<file path="src/rtl/dm_pkg.sv">
`default_nettype none
// ============================================================================
// Module      : dm_pkg
// Description : Shared types and constants for the data-memory access block.
// Revision    : 1.0 - initial release
// ============================================================================
package dm_pkg;

    localparam int c_AW  = 16;
    localparam int c_DW  = 16;
    localparam int c_WCW = 3;
    localparam int c_TCW = 8;

    typedef enum logic [1:0] {
        ST_IDLE = 2'd0,
        ST_REQ  = 2'd1,
        ST_WAIT = 2'd2,
        ST_DONE = 2'd3
    } state_t;

endpackage
`default_nettype wire

</file>
<file path="src/rtl/dm_wait_cnt.sv">
`default_nettype none
// ============================================================================
// Module      : dm_wait_cnt
// Description : Wait-state down-counter and ready-timeout up-counter.
// Revision    : 1.0 - initial release
// ============================================================================
module dm_wait_cnt
    import dm_pkg::*;
#(
    parameter int WAIT_CYC = 1,
    parameter int TIMEOUT  = 15
) (
    input  logic clk,
    input  logic rst_n,
    input  logic i_load,
    input  logic i_dec,
    input  logic i_tinc,
    output logic o_wait_zero,
    output logic o_timeout_hit
);

    localparam logic [c_WCW-1:0] c_WAIT_LD = c_WCW'(WAIT_CYC);
    localparam logic [c_WCW-1:0] c_W_ONE   = c_WCW'(1);
    localparam logic [c_TCW-1:0] c_T_ONE   = c_TCW'(1);
    // Hit means the next missed ready is the one that exhausts the budget.
    localparam logic [c_TCW-1:0] c_T_LAST  = c_TCW'(TIMEOUT - 1);

    logic [c_WCW-1:0] r_wcnt;
    logic [c_TCW-1:0] r_tcnt;

    always_ff @(posedge clk or negedge rst_n) begin
        if (!rst_n) begin
            r_wcnt <= '0;
        end else if (i_load) begin
            r_wcnt <= c_WAIT_LD;
        end else if (i_dec) begin
            r_wcnt <= r_wcnt - c_W_ONE;
        end
    end

    always_ff @(posedge clk or negedge rst_n) begin
        if (!rst_n) begin
            r_tcnt <= '0;
        end else if (i_load) begin
            r_tcnt <= '0;
        end else if (i_tinc) begin
            r_tcnt <= r_tcnt + c_T_ONE;
        end
    end

    assign o_wait_zero   = (r_wcnt == '0);
    assign o_timeout_hit = (r_tcnt == c_T_LAST);

endmodule
`default_nettype wire

</file>
<file path="src/rtl/dm_access_ctrl.sv">
`default_nettype none
// ============================================================================
// Module      : dm_access_ctrl
// Description : Single-outstanding wait-stated data-memory access controller.
// Revision    : 1.0 - initial release
// ============================================================================
module dm_access_ctrl
    import dm_pkg::*;
#(
    parameter int AW       = c_AW,
    parameter int DW       = c_DW,
    parameter int WAIT_CYC = 1,
    parameter int TIMEOUT  = 15
) (
    input  logic          clk,
    input  logic          rst_n,
    input  logic          i_ps_dm_en,
    input  logic          i_ps_dm_wrt,
    input  logic [AW-1:0] i_dg_dm_add,
    input  logic [DW-1:0] i_bc_dt,
    output logic          o_dm_ps_stall,
    output logic [AW-1:0] o_dm_mem_add,
    output logic [DW-1:0] o_dm_mem_wdt,
    output logic          o_dm_mem_rd,
    output logic          o_dm_mem_wr,
    input  logic [DW-1:0] i_mem_dm_rdt,
    input  logic          i_mem_dm_rdy,
    output logic [DW-1:0] o_dm_bc_dt,
    output logic          o_dm_bc_vld,
    output logic          o_dm_err
);

    state_t        r_state;
    state_t        w_next;
    logic [AW-1:0] r_add;
    logic [DW-1:0] r_wdt;
    logic          r_wrt;
    logic          r_err;
    logic [DW-1:0] r_bc_dt;

    logic w_capture, w_load, w_dec, w_tinc, w_rdone, w_tout;
    logic w_wait_zero, w_timeout_hit, w_busy;

    dm_wait_cnt #(
        .WAIT_CYC (WAIT_CYC),
        .TIMEOUT  (TIMEOUT)
    ) u_cnt (
        .clk           (clk),
        .rst_n         (rst_n),
        .i_load        (w_load),
        .i_dec         (w_dec),
        .i_tinc        (w_tinc),
        .o_wait_zero   (w_wait_zero),
        .o_timeout_hit (w_timeout_hit)
    );

    always_ff @(posedge clk or negedge rst_n) begin
        if (!rst_n) begin
            r_state <= ST_IDLE;
        end else begin
            r_state <= w_next;
        end
    end

    always_comb begin
        w_next    = r_state;
        w_capture = 1'b0;
        w_load    = 1'b0;
        w_dec     = 1'b0;
        w_tinc    = 1'b0;
        w_rdone   = 1'b0;
        w_tout    = 1'b0;
        case (r_state)
            ST_IDLE, ST_DONE: begin
                if (i_ps_dm_en) begin
                    w_capture = 1'b1;
                    w_next    = ST_REQ;
                end else begin
                    w_next    = ST_IDLE;
                end
            end
            ST_REQ: begin
                w_load = 1'b1;
                w_next = ST_WAIT;
            end
            ST_WAIT: begin
                if (!w_wait_zero) begin
                    w_dec = 1'b1;
                end else if (i_mem_dm_rdy) begin
                    w_rdone = 1'b1;
                    w_next  = ST_DONE;
                end else if (w_timeout_hit) begin
                    w_tout = 1'b1;
                    w_next = ST_DONE;
                end else begin
                    w_tinc = 1'b1;
                end
            end
            default: w_next = ST_IDLE;
        endcase
    end

    always_ff @(posedge clk or negedge rst_n) begin
        if (!rst_n) begin
            r_add   <= '0;
            r_wdt   <= '0;
            r_wrt   <= 1'b0;
            r_err   <= 1'b0;
            r_bc_dt <= '0;
        end else begin
            if (w_capture) begin
                r_add <= i_dg_dm_add;
                r_wdt <= i_bc_dt;
                r_wrt <= i_ps_dm_wrt;
            end
            if (w_rdone || w_tout) begin
                r_err <= w_tout;
            end
            // A timed-out read still returns a (zero) value so the consumer is never left waiting.
            if (w_rdone && !r_wrt) begin
                r_bc_dt <= i_mem_dm_rdt;
            end else if (w_tout && !r_wrt) begin
                r_bc_dt <= '0;
            end
        end
    end

    assign w_busy        = (r_state == ST_REQ) || (r_state == ST_WAIT);
    assign o_dm_ps_stall = w_busy;
    assign o_dm_mem_rd   = w_busy && !r_wrt;
    assign o_dm_mem_wr   = w_busy && r_wrt;
    assign o_dm_mem_add  = r_add;
    assign o_dm_mem_wdt  = r_wdt;
    assign o_dm_bc_dt    = r_bc_dt;
    assign o_dm_bc_vld   = (r_state == ST_DONE) && !r_wrt;
    assign o_dm_err      = (r_state == ST_DONE) && r_err;

endmodule
`default_nettype wire
</file>
<file path="config.mk">
export PLATFORM = sky130hd
export DESIGN_NAME = dm_access_ctrl
export DESIGN_NICKNAME = d
export VERILOG_FILES = /design/src/rtl/dm_pkg.sv /design/src/rtl/dm_wait_cnt.sv /design/src/rtl/dm_access_ctrl.sv
export SDC_FILE = /design/constraint.sdc
export NUM_CORES = 1
export LEC_CHECK = 0
export BUFFER_PORTS_ARGS = -buffer_cell sky130_fd_sc_hd__buf_2
export CORE_ASPECT_RATIO = 1.5
export CORE_MARGIN = 3
export CORE_UTILIZATION = 43
export CTS_CLUSTER_SIZE = 8
export DETAILED_ROUTE_END_ITERATION = 8
export HOLD_SLACK_MARGIN = 0.05
export MAX_ROUTING_LAYER = met4
export PLACE_DENSITY_LB_ADDON = 0.3
export SYNTH_ARGS = -nofsm -noshare
export SYNTH_HDL_FRONTEND = slang
export SYNTH_SLANG_ARGS = --single-unit
</file>
<file path="constraint.sdc">
create_clock -name clk -period 1.65 [get_ports clk]
set_input_delay 0.33 -clock clk [delete_from_list [all_inputs] [get_ports clk]]
set_output_delay 0.33 -clock clk [all_outputs]
set_load 0.02 [all_outputs]
</file>
==> results.md <==
- The flow ran to the end, but the final reports show violations.
- The final reports fail on setup timing.
- The detailed-placement wirelength estimate is 4088 µm.
- The dominant delay contributor by cell family on the critical path is flip-flops.
- The height of the die is 102.6 µm.
- The number of vias after detailed routing is 2037.
- The detail-routed via count per cell is 5.042.
- At the later pin of the worst-skew pair, clock insertion delay measures 0.33 ns.
- The reg-to-reg setup timing slack is 0.04 ns.
- The most critical setup path has its endpoint at o_dm_mem_rd.
- The total congestion overflow is 0.
- Setup repair after global routing could not meet its margin everywhere.
- The maximum fanout along the worst path is 4.
- The synthesized netlist devotes 3.276% of its cell area to adder and majority cells.
- The area growth from synthesis to layout is 40.34%.
- In this run, distinct cell masters in the synthesized netlist total 40.
- The number of storage elements in the synthesis netlist is 63.
- After clock tree synthesis, the clock-pin slew on the worst setup and hold paths is 0.07 ns.
- The worst setup path is captured at an output pin.
- The worst-margin pin slew is 0.4484 ns.
- The antenna diode count is 0.
- In the final layout, the multi-input gates occupy 0.001084 mm².
- The iteration count of the initial detailed-routing pass is 4.
- The total die area is 0.007220 mm².
- The share of the cycle needed by the critical path after routing is 103.6%.
- For the worst flop-to-flop path, the logic depth is 7.
- Cells fill 63.46% of the core in the end.
- The register area share after synthesis is 58.96%.
- The synthesized netlist devotes 9.265% of its cell area to compound gates.
- In this run the cell area of the synthesized design comes to 0.002674 mm².
- The overall routing resource usage is 17.13%.
- The via count of the first global-routing pass is 2077.
- The final worst hold slack is 0.2184 ns.
- The H-tree was split into 3 levels.
- The synthesized-area fraction occupied by xor and xnor cells is 1.965%.
- In the final layout, flip-flops and latches occupy 0.001577 mm².
- The number of warnings issued by yosys is 0.
- The number of nets at the end of the flow is 387.
- The final hold violation count is 0.
- The reported leakage power is 1.880 nW.
- The worst clock skew is 0.007251 ns.
- The post-synthesis simple-gate area fraction is 9.172%.
- The deepest clock path buffer count is 2.
- The area of the core is 0.005913 mm².
- The synthesized instance count is 194.
- The congestion estimate from routability-driven global placement came to 0.7722.
- 106 I/O pins were placed.
- The average footprint of a synthesized cell is 13.78 µm².
- For this configuration, the core starts out at a cell density of 45.22%.
- The port buffer count is 105.
- The worst endpoint data arrival time is 1.38 ns.
- After filler insertion, the fill cell instance count of the layout stands at 466.
- After detailed routing, the number of remaining DRC violations is 0.
- Entering global routing, the biggest net connects 64 pins.
- For this block, the routed nets add up to 5917 µm of wire.
- The net count after synthesis is 254.
- The tightest slew margin relative to the limit is 70.00%.
- The detailed router finished its first iteration with 76 violations.
- The global-route wire length before repair is 9308 µm.
- The share of final-layout standard cells stronger than drive strength 1 is 58.73%.
- TritonCTS built the clock tree.
- The setup violation total in the final timing report is 5.
- The main combinational cell family by area after synthesis is multiplexers.
- The number of clock buffers inserted by TritonCTS is 9.
- Counting buffers and inverters, the worst setup path is 4 cells deep.
- The top achievable clock speed is 585.0 MHz.
- The nature of the critical path startpoint is a flop.
- The die boundary width is 70.39 µm.
- The reported max-cap violation count is 0.
- The worst hold path begins at i_mem_dm_rdt[8].
- The total negative slack is -0.1936 ns.
- The multiplexer share of the synthesized area is 14.88%.
- The number of placed instances with taps included is 377.
- The time the final worst path needs with I/O delays and setup is 1.709 ns.
- After detailed placement, the total cell area comes to 0.003385 mm².
- The class of the tightest hold or removal check is input pin to flop.
- The power consumption is 7.812 mW.
- IR analysis of the VDD net gives a maximum drop of 1.080 mV.
- The required time at the endpoint of the critical path is 1.32 ns.
- The setup slack after layout is -0.05947 ns.
- In this run the worst setup path begins at r_state[1].
- OpenSTA, run right after detailed placement, puts the worst setup slack at 0.004755 ns.
- The count of nets left with antenna violations after detail routing is 0.
- After floorplanning, the core was divided into 34 placement rows.
- On the worst path, the slowest cell contributes a delay of 0.42 ns.
- The startpoint identified for the worst register-to-register timing path is u_cnt.r_tcnt[0].
- The count of pins over their slew limit is 0.
- The cell sitting at the root of the clock tree is a sky130_fd_sc_hd__clkbuf_8.
- For this design, the slowest cell found on the critical path is sky130_fd_sc_hd__dfrtp_1.
- After routing the design area is 0.003752 mm².
- The total power divided by cell area is 2082 mW/mm².
- The type of the worst setup path is flop to output pin.
- The critical path goes through ha_4 -> buf_6 -> nor2_1 -> buf_4.
- The number of antenna violations at the first check in global routing is 0.
- The routed length per placed instance is 14.65 µm.
- The number of standard cells in the layout, taps in and fillers out is 404.
- Together, buffers and inverters on the worst path number 2.
- The worst register-to-register path ends at r_state[0].
- Clock tree synthesis found a total of 63 sinks.
[cells by family (layout without fill, tap and decap cells)]
group,count (synthesis),after routing
xor gates and xnor gates,6,6
adders and majority gates,7,7
buffers and inverters,14,152
DFF,63,63
and+or+nand+nor,39,39
AOI/OAI and AO/OA,30,30
muxes,35,35
[state kept, by name, indices dropped and copies added (netlist names)]
signal,count
r_err,1
o_dm_bc_dt,16
u_cnt.r_tcnt,8
r_wrt,1
o_dm_mem_wdt,16
o_dm_mem_add,16
r_state,2
u_cnt.r_wcnt,3
[cells in the final DEF, fill, tap and decap left out, types with 2 or more instances in the layout]
cell                         n
sky130_fd_sc_hd__ha_2        2
sky130_fd_sc_hd__inv_1       4
sky130_fd_sc_hd__buf_2     101
sky130_fd_sc_hd__ha_4        2
sky130_fd_sc_hd__xnor2_1     2
sky130_fd_sc_hd__nand2_1     5
sky130_fd_sc_hd__buf_4      20
sky130_fd_sc_hd__clkinv_2    3
sky130_fd_sc_hd__a31oi_1     2
sky130_fd_sc_hd__xor2_1      4
sky130_fd_sc_hd__nand2b_1    2
sky130_fd_sc_hd__mux2_2     33
sky130_fd_sc_hd__clkbuf_8    9
sky130_fd_sc_hd__ha_1        3
sky130_fd_sc_hd__and3_1      2
sky130_fd_sc_hd__buf_6       3
sky130_fd_sc_hd__o21ai_0     2
sky130_fd_sc_hd__nand4_1     4
sky130_fd_sc_hd__dfrtp_1    63
sky130_fd_sc_hd__buf_12      3
sky130_fd_sc_hd__a21oi_1     2
sky130_fd_sc_hd__nor2b_1     4
sky130_fd_sc_hd__a22o_1     16
sky130_fd_sc_hd__inv_2       3
sky130_fd_sc_hd__nor2_1      9
[timing repair]
action,4_1_cts,5_1_grt
gates resized for setup,11,10
setup buffers,5,4
setup endpoints to repair,6,57
gates cloned,1,0
pin swaps,1,4
hold buffers,1,0
endpoints found under the hold margin,63,0
[cell usage after synthesis]
cell,n,share of area (%)
sky130_fd_sc_hd__ha_1,7,3.3
sky130_fd_sc_hd__nor3_1,1,0.19
sky130_fd_sc_hd__a311oi_1,1,0.33
sky130_fd_sc_hd__nor2b_1,4,0.94
sky130_fd_sc_hd__o21ai_0,2,0.37
sky130_fd_sc_hd__mux2_4,1,0.56
sky130_fd_sc_hd__nand3b_1,1,0.28
sky130_fd_sc_hd__buf_2,5,0.94
sky130_fd_sc_hd__or3_1,1,0.23
sky130_fd_sc_hd__xnor2_1,2,0.66
sky130_fd_sc_hd__a22o_1,16,5.2
sky130_fd_sc_hd__a221oi_1,1,0.33
sky130_fd_sc_hd__a21oi_1,3,0.56
sky130_fd_sc_hd__dfrtp_1,63,59
sky130_fd_sc_hd__mux2_2,33,14
sky130_fd_sc_hd__o21ai_4,1,0.61
sky130_fd_sc_hd__nand4b_1,1,0.33
sky130_fd_sc_hd__nand3_1,1,0.19
sky130_fd_sc_hd__and3_1,2,0.47
sky130_fd_sc_hd__nor2_1,9,1.3
sky130_fd_sc_hd__nand2b_1,2,0.47
sky130_fd_sc_hd__xor2_1,4,1.3
sky130_fd_sc_hd__nor2_4,1,0.42
sky130_fd_sc_hd__mux2_1,1,0.42
sky130_fd_sc_hd__nor3_2,1,0.37
sky130_fd_sc_hd__o211ai_1,1,0.28
sky130_fd_sc_hd__nor4_1,1,0.23
sky130_fd_sc_hd__o31ai_1,1,0.28
sky130_fd_sc_hd__o31ai_2,1,0.47
sky130_fd_sc_hd__or3_4,1,0.42
sky130_fd_sc_hd__and2_1,1,0.23
sky130_fd_sc_hd__nor4b_4,1,0.89
sky130_fd_sc_hd__buf_6,1,0.42
sky130_fd_sc_hd__nand4_1,4,0.94
sky130_fd_sc_hd__a31oi_1,2,0.47
sky130_fd_sc_hd__inv_1,7,0.98
sky130_fd_sc_hd__nand2_1,6,0.84
sky130_fd_sc_hd__o21ai_2,1,0.33
sky130_fd_sc_hd__clkbuf_1,1,0.14
sky130_fd_sc_hd__and4bb_2,1,0.47
[metal layers]
metal  vias to the layer above  part of all wire [%]  global-route usage, %
met5                         -                     0                      -
met4                         0                   1.7                  8.260
met3                        10                   6.0                  4.488
met2                        79                    52                  28.21
met1                       984                    40                  19.44
li1                        964                     -                      -
[how the worst min path moves through the flow]
stage | end | slack [ns] | cells after the start
finish | o_dm_bc_dt[8] | 0.22 | 2
global route | o_dm_mem_add[1] | 0.20 | 2
CTS | o_dm_bc_dt[8] | 0.20 | 2
detailed placement | o_dm_mem_add[8] | 0.37 | 2
global placement | o_dm_mem_add[7] | 0.37 | 2
floorplan | o_dm_bc_dt[0] | 0.03 | 0
[power breakdown]
group | internal (mW) | leakage [nW] | total, mW | switching, mW
registers | 2.25 | 0.771 | 2.63 | 0.382
clock network | 0.692 | 0.0960 | 1.28 | 0.584
logic | 1.87 | 1.01 | 3.91 | 2.04
[area by class of cell]
cell class,instances,area share (%)
clock buffer,10,3.401
clock inverter,6,1.634
inverter,7,0.7002
multi-input combinational,117,28.88
sequential,63,42.01
tap,72,2.401
timing repair buffer,129,20.97
Note: power is estimated with default switching activity, not from simulation.
